File: src/rtl/pipe_pkg.sv
// Shared definitions for the elastic pipeline buffer and its stage cells.
// Holds the per-cell occupancy state encoding, a constant clog2 helper and
// the standard bit offsets of the decode-to-execute control bundle.
package pipe_pkg;

    // Occupancy of one cell, encoded as {skid_valid, main_valid}.
    // A skid-only state cannot occur: skid fills only behind a held main entry.
    typedef enum logic [1:0] {
        CELL_EMPTY = 2'b00,
        CELL_MAIN  = 2'b01,
        CELL_BOTH  = 2'b11
    } cell_state_e;

    // Packing of the decode->execute control bundle on the CTRL bus.
    localparam int CTRL_REGWRITE_BIT  = 0;
    localparam int CTRL_MEMWRITE_BIT  = 1;
    localparam int CTRL_MEMTOREG_BIT  = 2;
    localparam int CTRL_BRANCH_BIT    = 3;
    localparam int CTRL_JUMP_BIT      = 4;
    localparam int CTRL_ALUSRC_BIT    = 5;
    localparam int CTRL_ALUCTRL_LSB   = 6;
    localparam int CTRL_ALUCTRL_WIDTH = 4;
    localparam int CTRL_RESULTSRC_LSB = 10;
    localparam int CTRL_RESULTSRC_W   = 2;

    // Constant-evaluable ceil(log2(value)); returns 0 for value <= 1.
    function automatic int clog2_f(input int value);
        int r;
        r = 0;
        while ((1 << r) < value) begin
            r = r + 1;
        end
        return r;
    endfunction

endpackage

File: src/rtl/pipe_stage_cell.sv
// One elastic stage: main register plus 2-entry skid, valid/ready on both sides.
// Latency 1 cycle; throughput 1 item/cycle.
// Back-pressure: in_rdy_o is the registered inverse of skid valid, so no comb ready path.
//
// Ports: clk_i/rst_ni clock and async active-low reset; clr_i synchronous flush;
//        in_*  upstream valid/ready/data/ctrl; out_* downstream valid/ready/data/ctrl.
module pipe_stage_cell
    import pipe_pkg::*;
#(
    parameter int DATA_WIDTH = 32,
    parameter int CTRL_WIDTH = 16,
    parameter bit CLR_DATA   = 1'b1
) (
    input  logic                  clk_i,
    input  logic                  rst_ni,
    input  logic                  clr_i,
    input  logic                  in_vld_i,
    output logic                  in_rdy_o,
    input  logic [DATA_WIDTH-1:0] in_data_i,
    input  logic [CTRL_WIDTH-1:0] in_ctrl_i,
    output logic                  out_vld_o,
    input  logic                  out_rdy_i,
    output logic [DATA_WIDTH-1:0] out_data_o,
    output logic [CTRL_WIDTH-1:0] out_ctrl_o
);

    logic                  m_vld_q, m_vld_d;
    logic [DATA_WIDTH-1:0] m_data_q, m_data_d;
    logic [CTRL_WIDTH-1:0] m_ctrl_q, m_ctrl_d;
    logic                  s_vld_q, s_vld_d;
    logic [DATA_WIDTH-1:0] s_data_q, s_data_d;
    logic [CTRL_WIDTH-1:0] s_ctrl_q, s_ctrl_d;

    cell_state_e state;
    logic        in_fire;
    logic        out_fire;

    assign in_rdy_o   = ~s_vld_q;
    assign out_vld_o  = m_vld_q;
    assign out_data_o = m_data_q;
    assign out_ctrl_o = m_ctrl_q;

    always_comb begin
        m_vld_d  = m_vld_q;
        m_data_d = m_data_q;
        m_ctrl_d = m_ctrl_q;
        s_vld_d  = s_vld_q;
        s_data_d = s_data_q;
        s_ctrl_d = s_ctrl_q;

        state    = s_vld_q ? CELL_BOTH : (m_vld_q ? CELL_MAIN : CELL_EMPTY);
        in_fire  = in_vld_i & ~s_vld_q;
        out_fire = m_vld_q & out_rdy_i;

        if (clr_i) begin
            // Flush wins over any transfer; data optionally survives.
            m_vld_d  = 1'b0;
            s_vld_d  = 1'b0;
            m_ctrl_d = '0;
            s_ctrl_d = '0;
            if (CLR_DATA) begin
                m_data_d = '0;
                s_data_d = '0;
            end
        end else begin
            unique case (state)
                CELL_EMPTY: begin
                    if (in_fire) begin
                        m_vld_d  = 1'b1;
                        m_data_d = in_data_i;
                        m_ctrl_d = in_ctrl_i;
                    end
                end
                CELL_MAIN: begin
                    if (out_fire) begin
                        m_vld_d  = in_fire;
                        if (in_fire) begin
                            m_data_d = in_data_i;
                            m_ctrl_d = in_ctrl_i;
                        end
                    end else if (in_fire) begin
                        // Main is stalled: park the new item in the skid slot.
                        s_vld_d  = 1'b1;
                        s_data_d = in_data_i;
                        s_ctrl_d = in_ctrl_i;
                    end
                end
                CELL_BOTH: begin
                    // No input possible here (ready is low); drain skid into main.
                    if (out_fire) begin
                        m_data_d = s_data_q;
                        m_ctrl_d = s_ctrl_q;
                        s_vld_d  = 1'b0;
                    end
                end
                default: begin
                end
            endcase
        end
    end

    always_ff @(posedge clk_i or negedge rst_ni) begin
        if (!rst_ni) begin
            m_vld_q  <= 1'b0;
            m_data_q <= '0;
            m_ctrl_q <= '0;
            s_vld_q  <= 1'b0;
            s_data_q <= '0;
            s_ctrl_q <= '0;
        end else begin
            m_vld_q  <= m_vld_d;
            m_data_q <= m_data_d;
            m_ctrl_q <= m_ctrl_d;
            s_vld_q  <= s_vld_d;
            s_data_q <= s_data_d;
            s_ctrl_q <= s_ctrl_d;
        end
    end

endmodule

File: src/rtl/pipe_stage_buffer.sv
// Chain of STAGES elastic cells between two pipeline stages, with flush and occupancy count.
// Latency STAGES cycles when unblocked; throughput 1 item/cycle; capacity 2*STAGES items.
// Back-pressure: i_ReadyE low holds o_ValidE/o_DataE/o_CtrlE; o_ReadyD falls once stage 0 skid fills.
//
// Ports: i_CLK clock; i_RST async active-low reset; i_CLR synchronous flush;
//        i_ValidD/o_ReadyD/i_DataD/i_CtrlD upstream side; o_ValidE/i_ReadyE/o_DataE/o_CtrlE downstream;
//        o_Count/o_Empty/o_Full occupancy.
module pipe_stage_buffer
    import pipe_pkg::*;
#(
    parameter int DATA_WIDTH = 32,
    parameter int CTRL_WIDTH = 16,
    parameter int STAGES     = 1,
    parameter bit CLR_DATA   = 1'b1,
    parameter int CNT_WIDTH  = clog2_f(2*STAGES+1)
) (
    input  logic                  i_CLK,
    input  logic                  i_RST,
    input  logic                  i_CLR,
    input  logic                  i_ValidD,
    output logic                  o_ReadyD,
    input  logic [DATA_WIDTH-1:0] i_DataD,
    input  logic [CTRL_WIDTH-1:0] i_CtrlD,
    output logic                  o_ValidE,
    input  logic                  i_ReadyE,
    output logic [DATA_WIDTH-1:0] o_DataE,
    output logic [CTRL_WIDTH-1:0] o_CtrlE,
    output logic [CNT_WIDTH-1:0]  o_Count,
    output logic                  o_Empty,
    output logic                  o_Full
);

    // Index k is the link feeding cell k; index STAGES is the output link.
    logic                  vld_w  [0:STAGES];
    logic                  rdy_w  [0:STAGES];
    logic [DATA_WIDTH-1:0] data_w [0:STAGES];
    logic [CTRL_WIDTH-1:0] ctrl_w [0:STAGES];

    assign vld_w[0]       = i_ValidD;
    assign data_w[0]      = i_DataD;
    assign ctrl_w[0]      = i_CtrlD;
    assign rdy_w[STAGES]  = i_ReadyE;
    assign o_ReadyD       = rdy_w[0];

    for (genvar g = 0; g < STAGES; g++) begin : g_cell
        pipe_stage_cell #(
            .DATA_WIDTH (DATA_WIDTH),
            .CTRL_WIDTH (CTRL_WIDTH),
            .CLR_DATA   (CLR_DATA)
        ) u_cell (
            .clk_i      (i_CLK),
            .rst_ni     (i_RST),
            .clr_i      (i_CLR),
            .in_vld_i   (vld_w[g]),
            .in_rdy_o   (rdy_w[g]),
            .in_data_i  (data_w[g]),
            .in_ctrl_i  (ctrl_w[g]),
            .out_vld_o  (vld_w[g+1]),
            .out_rdy_i  (rdy_w[g+1]),
            .out_data_o (data_w[g+1]),
            .out_ctrl_o (ctrl_w[g+1])
        );
    end

    assign o_ValidE = vld_w[STAGES];
    assign o_DataE  = data_w[STAGES];
    // Control fields must never leak out with an invalid slot.
    assign o_CtrlE  = ctrl_w[STAGES] & {CTRL_WIDTH{vld_w[STAGES]}};

    logic                 up_fire;
    logic                 dn_fire;
    logic [CNT_WIDTH-1:0] count_q, count_d;

    assign up_fire = i_ValidD & o_ReadyD;
    assign dn_fire = o_ValidE & i_ReadyE;

    always_comb begin
        count_d = count_q;
        if (i_CLR) begin
            count_d = '0;
        end else if (up_fire && !dn_fire) begin
            count_d = count_q + CNT_WIDTH'(1);
        end else if (!up_fire && dn_fire) begin
            count_d = count_q - CNT_WIDTH'(1);
        end
    end

    always_ff @(posedge i_CLK or negedge i_RST) begin
        if (!i_RST) begin
            count_q <= '0;
        end else begin
            count_q <= count_d;
        end
    end

    assign o_Count = count_q;
    assign o_Empty = (count_q == '0);
    assign o_Full  = (count_q == CNT_WIDTH'(2*STAGES));

endmodule

File: config.mk
export PLATFORM = sky130hd
export DESIGN_NAME = pipe_stage_buffer
export DESIGN_NICKNAME = d
export VERILOG_FILES = /design/src/rtl/pipe_pkg.sv /design/src/rtl/pipe_stage_cell.sv /design/src/rtl/pipe_stage_buffer.sv
export SDC_FILE = /design/constraint.sdc
export NUM_CORES = 1
export LEC_CHECK = 0
export BUFFER_PORTS_ARGS = -buffer_cell sky130_fd_sc_hd__buf_4
export CAP_MARGIN = 20
export CORE_MARGIN = 3
export CORE_UTILIZATION = 50
export CTS_CLUSTER_DIAMETER = 150
export DETAILED_ROUTE_END_ITERATION = 8
export PLACE_DENSITY_LB_ADDON = 0.25
export SETUP_SLACK_MARGIN = 0.2
export SLEW_MARGIN = 20
export SYNTH_ARGS = -nofsm -noshare
export SYNTH_HDL_FRONTEND = slang
export SYNTH_HIERARCHICAL = 1
export SYNTH_SLANG_ARGS = --single-unit
File: constraint.sdc
create_clock -name i_CLK -period 1.85 [get_ports i_CLK]
set_clock_uncertainty 0.05 [all_clocks]
set_input_delay 0 -clock i_CLK [delete_from_list [all_inputs] [get_ports i_CLK]]
set_output_delay 0 -clock i_CLK [all_outputs]
set_load 0.01 [all_outputs]
After elaboration in Yosys (flattened, before gate mapping)

Index checks and enable logic that the tools add are counted.

Bitwise gates (word level): 4
Eq/ne operators: 9
Muxes and demuxes: 31
Add/subtract/negate cells: 2
Reduce and logical (&&, ||, !) cells: 16

Operator list:

| cell                                                 | number |
|---|---|
| 2-to-1 mux 32 bit                                    | 8 |
| 2-to-1 mux 16 bit                                    | 8 |
| one-hot mux 32 bit (3 select lines)                  | 1 |
| one-hot mux 16 bit (3 select lines)                  | 1 |
| bitwise AND 16 bit                                   | 1 |
| inequality test 3 bit (second input constant)        | 5 |
| AND reduction 3 bit                                  | 3 |
| nonzero test 3 bit                                   | 3 |
| 2-to-1 mux 2 bit                                     | 4 |
| 2-to-1 mux 1 bit                                     | 7 |
| equality test 2 bit (second input constant)          | 2 |
| zero test 2 bit                                      | 2 |
| one-hot mux 1 bit (2 select lines)                   | 2 |
| AND reduction 4 bit                                  | 1 |
| nonzero test 2 bit                                   | 2 |
| nonzero test 4 bit                                   | 1 |
| adder 2 x 1 -> 2 bit (second input constant)         | 1 |
| bitwise AND 1 bit                                    | 2 |
| equality test 2 x 1 -> 1 bit (second input constant) | 1 |
| logical AND 1 bit                                    | 2 |
| zero test 1 bit                                      | 2 |
| inequality test 2 bit (second input constant)        | 1 |
| subtractor 2 x 1 -> 2 bit (second input constant)    | 1 |
| NOT 1 bit                                            | 1 |

Word-level logic and storage cells: 69
Output and inout port bits: 54
Flip-flop bits (word level): 100
Bits of input ports: 53

Depth between registers and ports, before layout

Depth after elaboration: 7
Depth in mapped cells: 6
Gate-level depth less buffers: 4

Cells and area by module

The synthesis kept the hierarchy.

Modules (own cells, without submodules):

| module            | times used | area an instance (um2) | cells each |
|---|---|---|---|
| pipe_stage_cell   | 1          | 4812.1                 | 483 |
| pipe_stage_buffer | 1          | 266.5                  | 35 |

Least setup slack after synthesis

OpenSTA, ideal clock, no wires.

Kind: register -> register
Start point: register g_cell[0].u_cell.s_vld_q
End point: register count_q[1] (netlist: o_Count[1])
Data required time: 1.728 ns
Arrival time: 1.628 ns
Cell stages (with the launch flop): 7
Setup time: 0.072 ns
Path buffers: 2
Slack: 0.100 ns
Cells stage by stage: dfrtp_1 -> buf_2 -> buf_2 -> inv_1 -> and2_0 -> or4b_1 -> nand4b_1

Longest elaborated chain between the ends: 5
Elaborated cells on any way between the ends: 8
Those cells by class: mux: 2; bitwise: 2; reduce/logical: 4

Ends and longest elaborated chain:

| what                                                   | line                                             | text |
|---|---|---|
| from (decl)                                            | pipe_stage_cell.sv:30                            | `logic s_vld_q, s_vld_d;` |
| from (signal assigned)                                 | pipe_stage_cell.sv:114                           | `s_vld_q <= s_vld_d;` |
| NOT 1 bit *                                            | pipe_stage_cell.sv:38                            | `assign in_rdy_o = ~s_vld_q;` |
| net o_ReadyD                                           | pipe_stage_buffer.sv:21                          | `output logic o_ReadyD,` |
| bitwise AND 1 bit *                                    | pipe_stage_buffer.sv:74                          | `assign up_fire = i_ValidD & o_ReadyD;` |
| logical AND 1 bit or zero test 1 bit (tied branches)   | pipe_stage_buffer.sv:81, pipe_stage_buffer.sv:83 |  |
| 2-to-1 mux 2 bit or logical AND 1 bit (tied branches)  | pipe_stage_buffer.sv:81, pipe_stage_buffer.sv:83 |  |
| 2-to-1 mux 2 bit or nonzero test 3 bit (tied branches) | n/a                                              |  |
| to (signal assigned)                                   | pipe_stage_buffer.sv:92                          | `count_q <= count_d;` |
| to (decl)                                              | pipe_stage_buffer.sv:72                          | `logic [CNT_WIDTH-1:0] count_q, count_d;` |

Mark *: on every way through the listed nets, which the timed path passes. The rest lies on a longest branch.
A chain may end at the register's enable or synchronous reset.

Final worst setup path

Start point: register g_cell[0].u_cell.m_vld_q
End point: register g_cell[0].u_cell.m_data_q[13]

Longest elaborated chain between the ends: 5
Elaborated cells on any way between the ends: 12
Those cells by class: eq/ne: 4; mux: 4; bitwise: 1; reduce/logical: 3

Ends and longest elaborated chain:

| what                                                               | line                   | text |
|---|---|---|
| from (decl)                                                        | pipe_stage_cell.sv:27  | `logic m_vld_q, m_vld_d;` |
| from (signal assigned)                                             | pipe_stage_cell.sv:111 | `m_vld_q <= m_vld_d;` |
| 2-to-1 mux 1 bit                                                   | pipe_stage_cell.sv:51  | `state = s_vld_q ? CELL_BOTH : (m_vld_q ? CELL_MAIN : CELL_EMPTY);` |
| 2-to-1 mux 2 bit                                                   | pipe_stage_cell.sv:51  |  |
| equality test 2 x 1 -> 1 bit, or another cell as far along         | pipe_stage_cell.sv:66  | `unique case (state)` |
| inequality test 3 bit (no line), or another cell as far along      | n/a                    |  |
| AND reduction 3 bit (no line) or 2-to-1 mux 32 bit (tied branches) | n/a                    |  |
| to (signal assigned)                                               | pipe_stage_cell.sv:112 | `m_data_q <= m_data_d;` |
| to (decl)                                                          | pipe_stage_cell.sv:28  | `logic [DATA_WIDTH-1:0] m_data_q, m_data_d;` |

Several ways; a longest one is shown, not always the timed one.

==> metrics.txt <==
status=finished, final reports clean; Critical Path Max Stage Delay=between 0.4 and 0.5 ns; Worst Tran Pin Value=between 0.5 and 0.6 ns; Layout Nets=slightly above 700; endpoints failing setup=0; standard-cell rows=36; slowest cell on the critical path=dfrtp_2; Slew HR=0.636; sequential element share of the synthesized area=0.493; Worst Setup End Kind=register; Via Count=around 4100; initial antenna violation count=0; clk_lat worst skew=around 0.35 ns; met1 WL=5180 um; Synthesized Nets=approximately 570; global-route wire length before repair=19600 um; Detailed Route Iter0 Violations=between 150 and 200; largest area contributor in the netlist=dfrtp_1; die height=around 110 um; layout cells sized above 1=0.264; Crit path required time=between 2 and 2.5 ns; pwr dens=roughly 690 nW/um2; total grt overflow=0; IO Pins=around 110; Num CTS Buffers=9; vias in the first global route=around 4000; synthesized instance count=roughly 520; CTS tree=yes; Max Fclk=0.627 GHz; post-synthesis mux area share=0.203; XOR/XNOR Fraction of Synth Area=0.00172; worst min path class=input port to register; DRC=0; fillers=just under 800; diodes inserted=0; GP Congestion=~0.79; Max IR drop VDD=just over 400 uV; Port Buffers=about 110; All-Layer GR Usage=0.215; share of the synthesized area in the top cell type=0.493; period utilization=0.862; Max H-tree Level=3; total of max-cap violations=0; CP delay by family, top=flip-flops; Yosys reg bits=100; clk slew on worst S/H paths=about 0.090 ns; Initial Util=0.517; Top Metal Used=met4; area of the core region=between 9000 and 10000 um2; Routed Wire Length=between 10000 and 15000 um; ANT nets after route=0; Root Buffer=clkbuf_8; Slew Viols, Final=0; Area growth, synth to finish=33.4%; Adder-Cell Fraction of Synth Area=0; unrepaired setup endpoints after global routing=yes; fin crit period=approximately 1.6 ns; CP max FO=27; static leakage=between 3 and 4 nW; deepest clock path buffer count=2; met3 WL post-DR=480 um; total die area=about 11000 um2; Avg Vias per Cell=approximately 5.1; largest net degree at the start of global routing=slightly below 90; Num Clock Sinks=100; Bufs and invs on worst path=1; area occupied by multi-input gates=~2400 um2; simple-gate share of the synthesized area=0.208; most frequent cells in the layout=buf_4 (117), dfrtp_1 (98), nand2_1 (97), nor2_1 (52), a21oi_1 (52); Compound-Gate Fraction of Synth Area=0.0549; total power=4.71 mW; Ys Warns=6; Synth area leaders=dfrtp_1 (49%), mux2i_1 (9.5%), nand2_1 (7.2%); die width=between 100 and 150 um; nature of the critical path startpoint=register; cell breakdown of the critical path=and2_1 -> o22ai_4 -> buf_12 -> mux2_2; WL/cell=around 15 um; register area=approximately 2500 um2; DR WL met2=between 5000 and 6000 um; Crit Path Category=register to register; DP HPWL=around 7500 um; largest family of logic cells by synthesized area=simple AND/OR/NAND/NOR gates; DR pass1 iterations=5; most common cell after layout, fill and taps aside=buf_4; Synth cell types=30; syn avg cell area=between 9 and 10 um2; Fin Setup TNS=0 ns; Fin. Hold Viols=0; post-synthesis cell area=5080 um2; critical path data arrival time=around 1.8 ns
-- what timing repair did --
action | 4_1_cts | 5_1_grt
setup buffers | 0 | 1
hold buffers | 51 | 0
resized for setup | 0 | 1
hold endpoints to repair | 175 | 0
setup endpoints to repair | 0 | 16
-- where the power goes --
part	switching [mW]	total, mW	internal (mW)
combinational	0.437	0.949	0.512
sequential	0.0761	2.38	2.30
clock	0.736	1.38	0.641
total	1.25	4.71	3.46
-- area by class of cell --
| cell class | instances | area share |
|---|---|---|
| sequential | 100 | 0.370 |
| multi-input combinational | 378 | 0.354 |
| timing repair buffer | 174 | 0.221 |
| clock buffer | 14 | 0.0270 |
| tap | 133 | 0.0246 |
| clock inverter | 2 | 0.00240 |
| inverter | 2 | 0.00111 |
-- metrics by stage --
step                 util  hold slack, ns  instance area, um2  cells  setup WS, ns
global route        0.690          0.0275                6780    803         0.184
detailed placement  0.617         -0.0489                6060    735         0.243
CTS                 0.689          0.0147                6770    802         0.225
global placement    0.617         -0.0509                6060    735         0.292
floorplan               -          -0.346                5080    518         0.202
finish              0.690          0.0223                6780    803         0.256
-- logic make-up after synthesis --
group	after synthesis
compound gates	55
xor+xnor	1
buf+inv	40
flops	100
mux	97
simple gates	225
-- worst paths after layout --
check / startpoint / end / slack [ns] / depth (start not counted)
min reg2reg: g_cell[0].u_cell/s_data_q[13] / g_cell[0].u_cell/s_data_q[13] / 0.47 / 2
min in group asynchronous: i_RST / g_cell[0].u_cell/out_data_o[6] / 0.08 / 2
max reg2reg: g_cell[0].u_cell/out_vld_o / g_cell[0].u_cell/out_data_o[13] / 0.26 / 4
max in group asynchronous: i_RST / g_cell[0].u_cell/out_ctrl_o[3] / 1.00 / 3
min: i_ReadyE / g_cell[0].u_cell/s_vld_q / 0.02 / 3
max: g_cell[0].u_cell/out_vld_o / g_cell[0].u_cell/out_data_o[13] / 0.26 / 4
-- Yosys cell counts (all sizes together) --
cell type,n
nor3,1
o211ai,1
nor3b,1
or4b,1
nor2b,49
nand4bb,1
o22ai,1
nor2,52
mux2,49
o21ai,1
and4bb,1
nand4b,1
a21oi,52
clkbuf,14
buf,24
nand3b,1
dfrtp,100
mux2i,48
xnor2,1
nand2,98
inv,2
and2,18
nand3,1
-- per-layer routing --
layer	vias up	track usage
met1	1928	0.286
met4	0	0.0858
li1	1994	-
met3	28	0.0277
met2	120	0.357
met5	-	0
-- sequential cells by signal, indices dropped and copies added, names as in the netlist --
name and cells:
o_Count 2, g_cell.u_cell/s_vld_q 1, g_cell.u_cell/out_vld_o 1, g_cell.u_cell/s_ctrl_q 16, g_cell.u_cell/out_ctrl_o 16, g_cell.u_cell/s_data_q 32, g_cell.u_cell/out_data_o 32
-- worst min-delay path, delay by kind of cell --
kind	cells	cell delay [ns]
AND/OR/NAND/NOR	2	0.28
buffers and inverters	1	0.12
No activity file was read; power rests on OpenSTA's default activity.
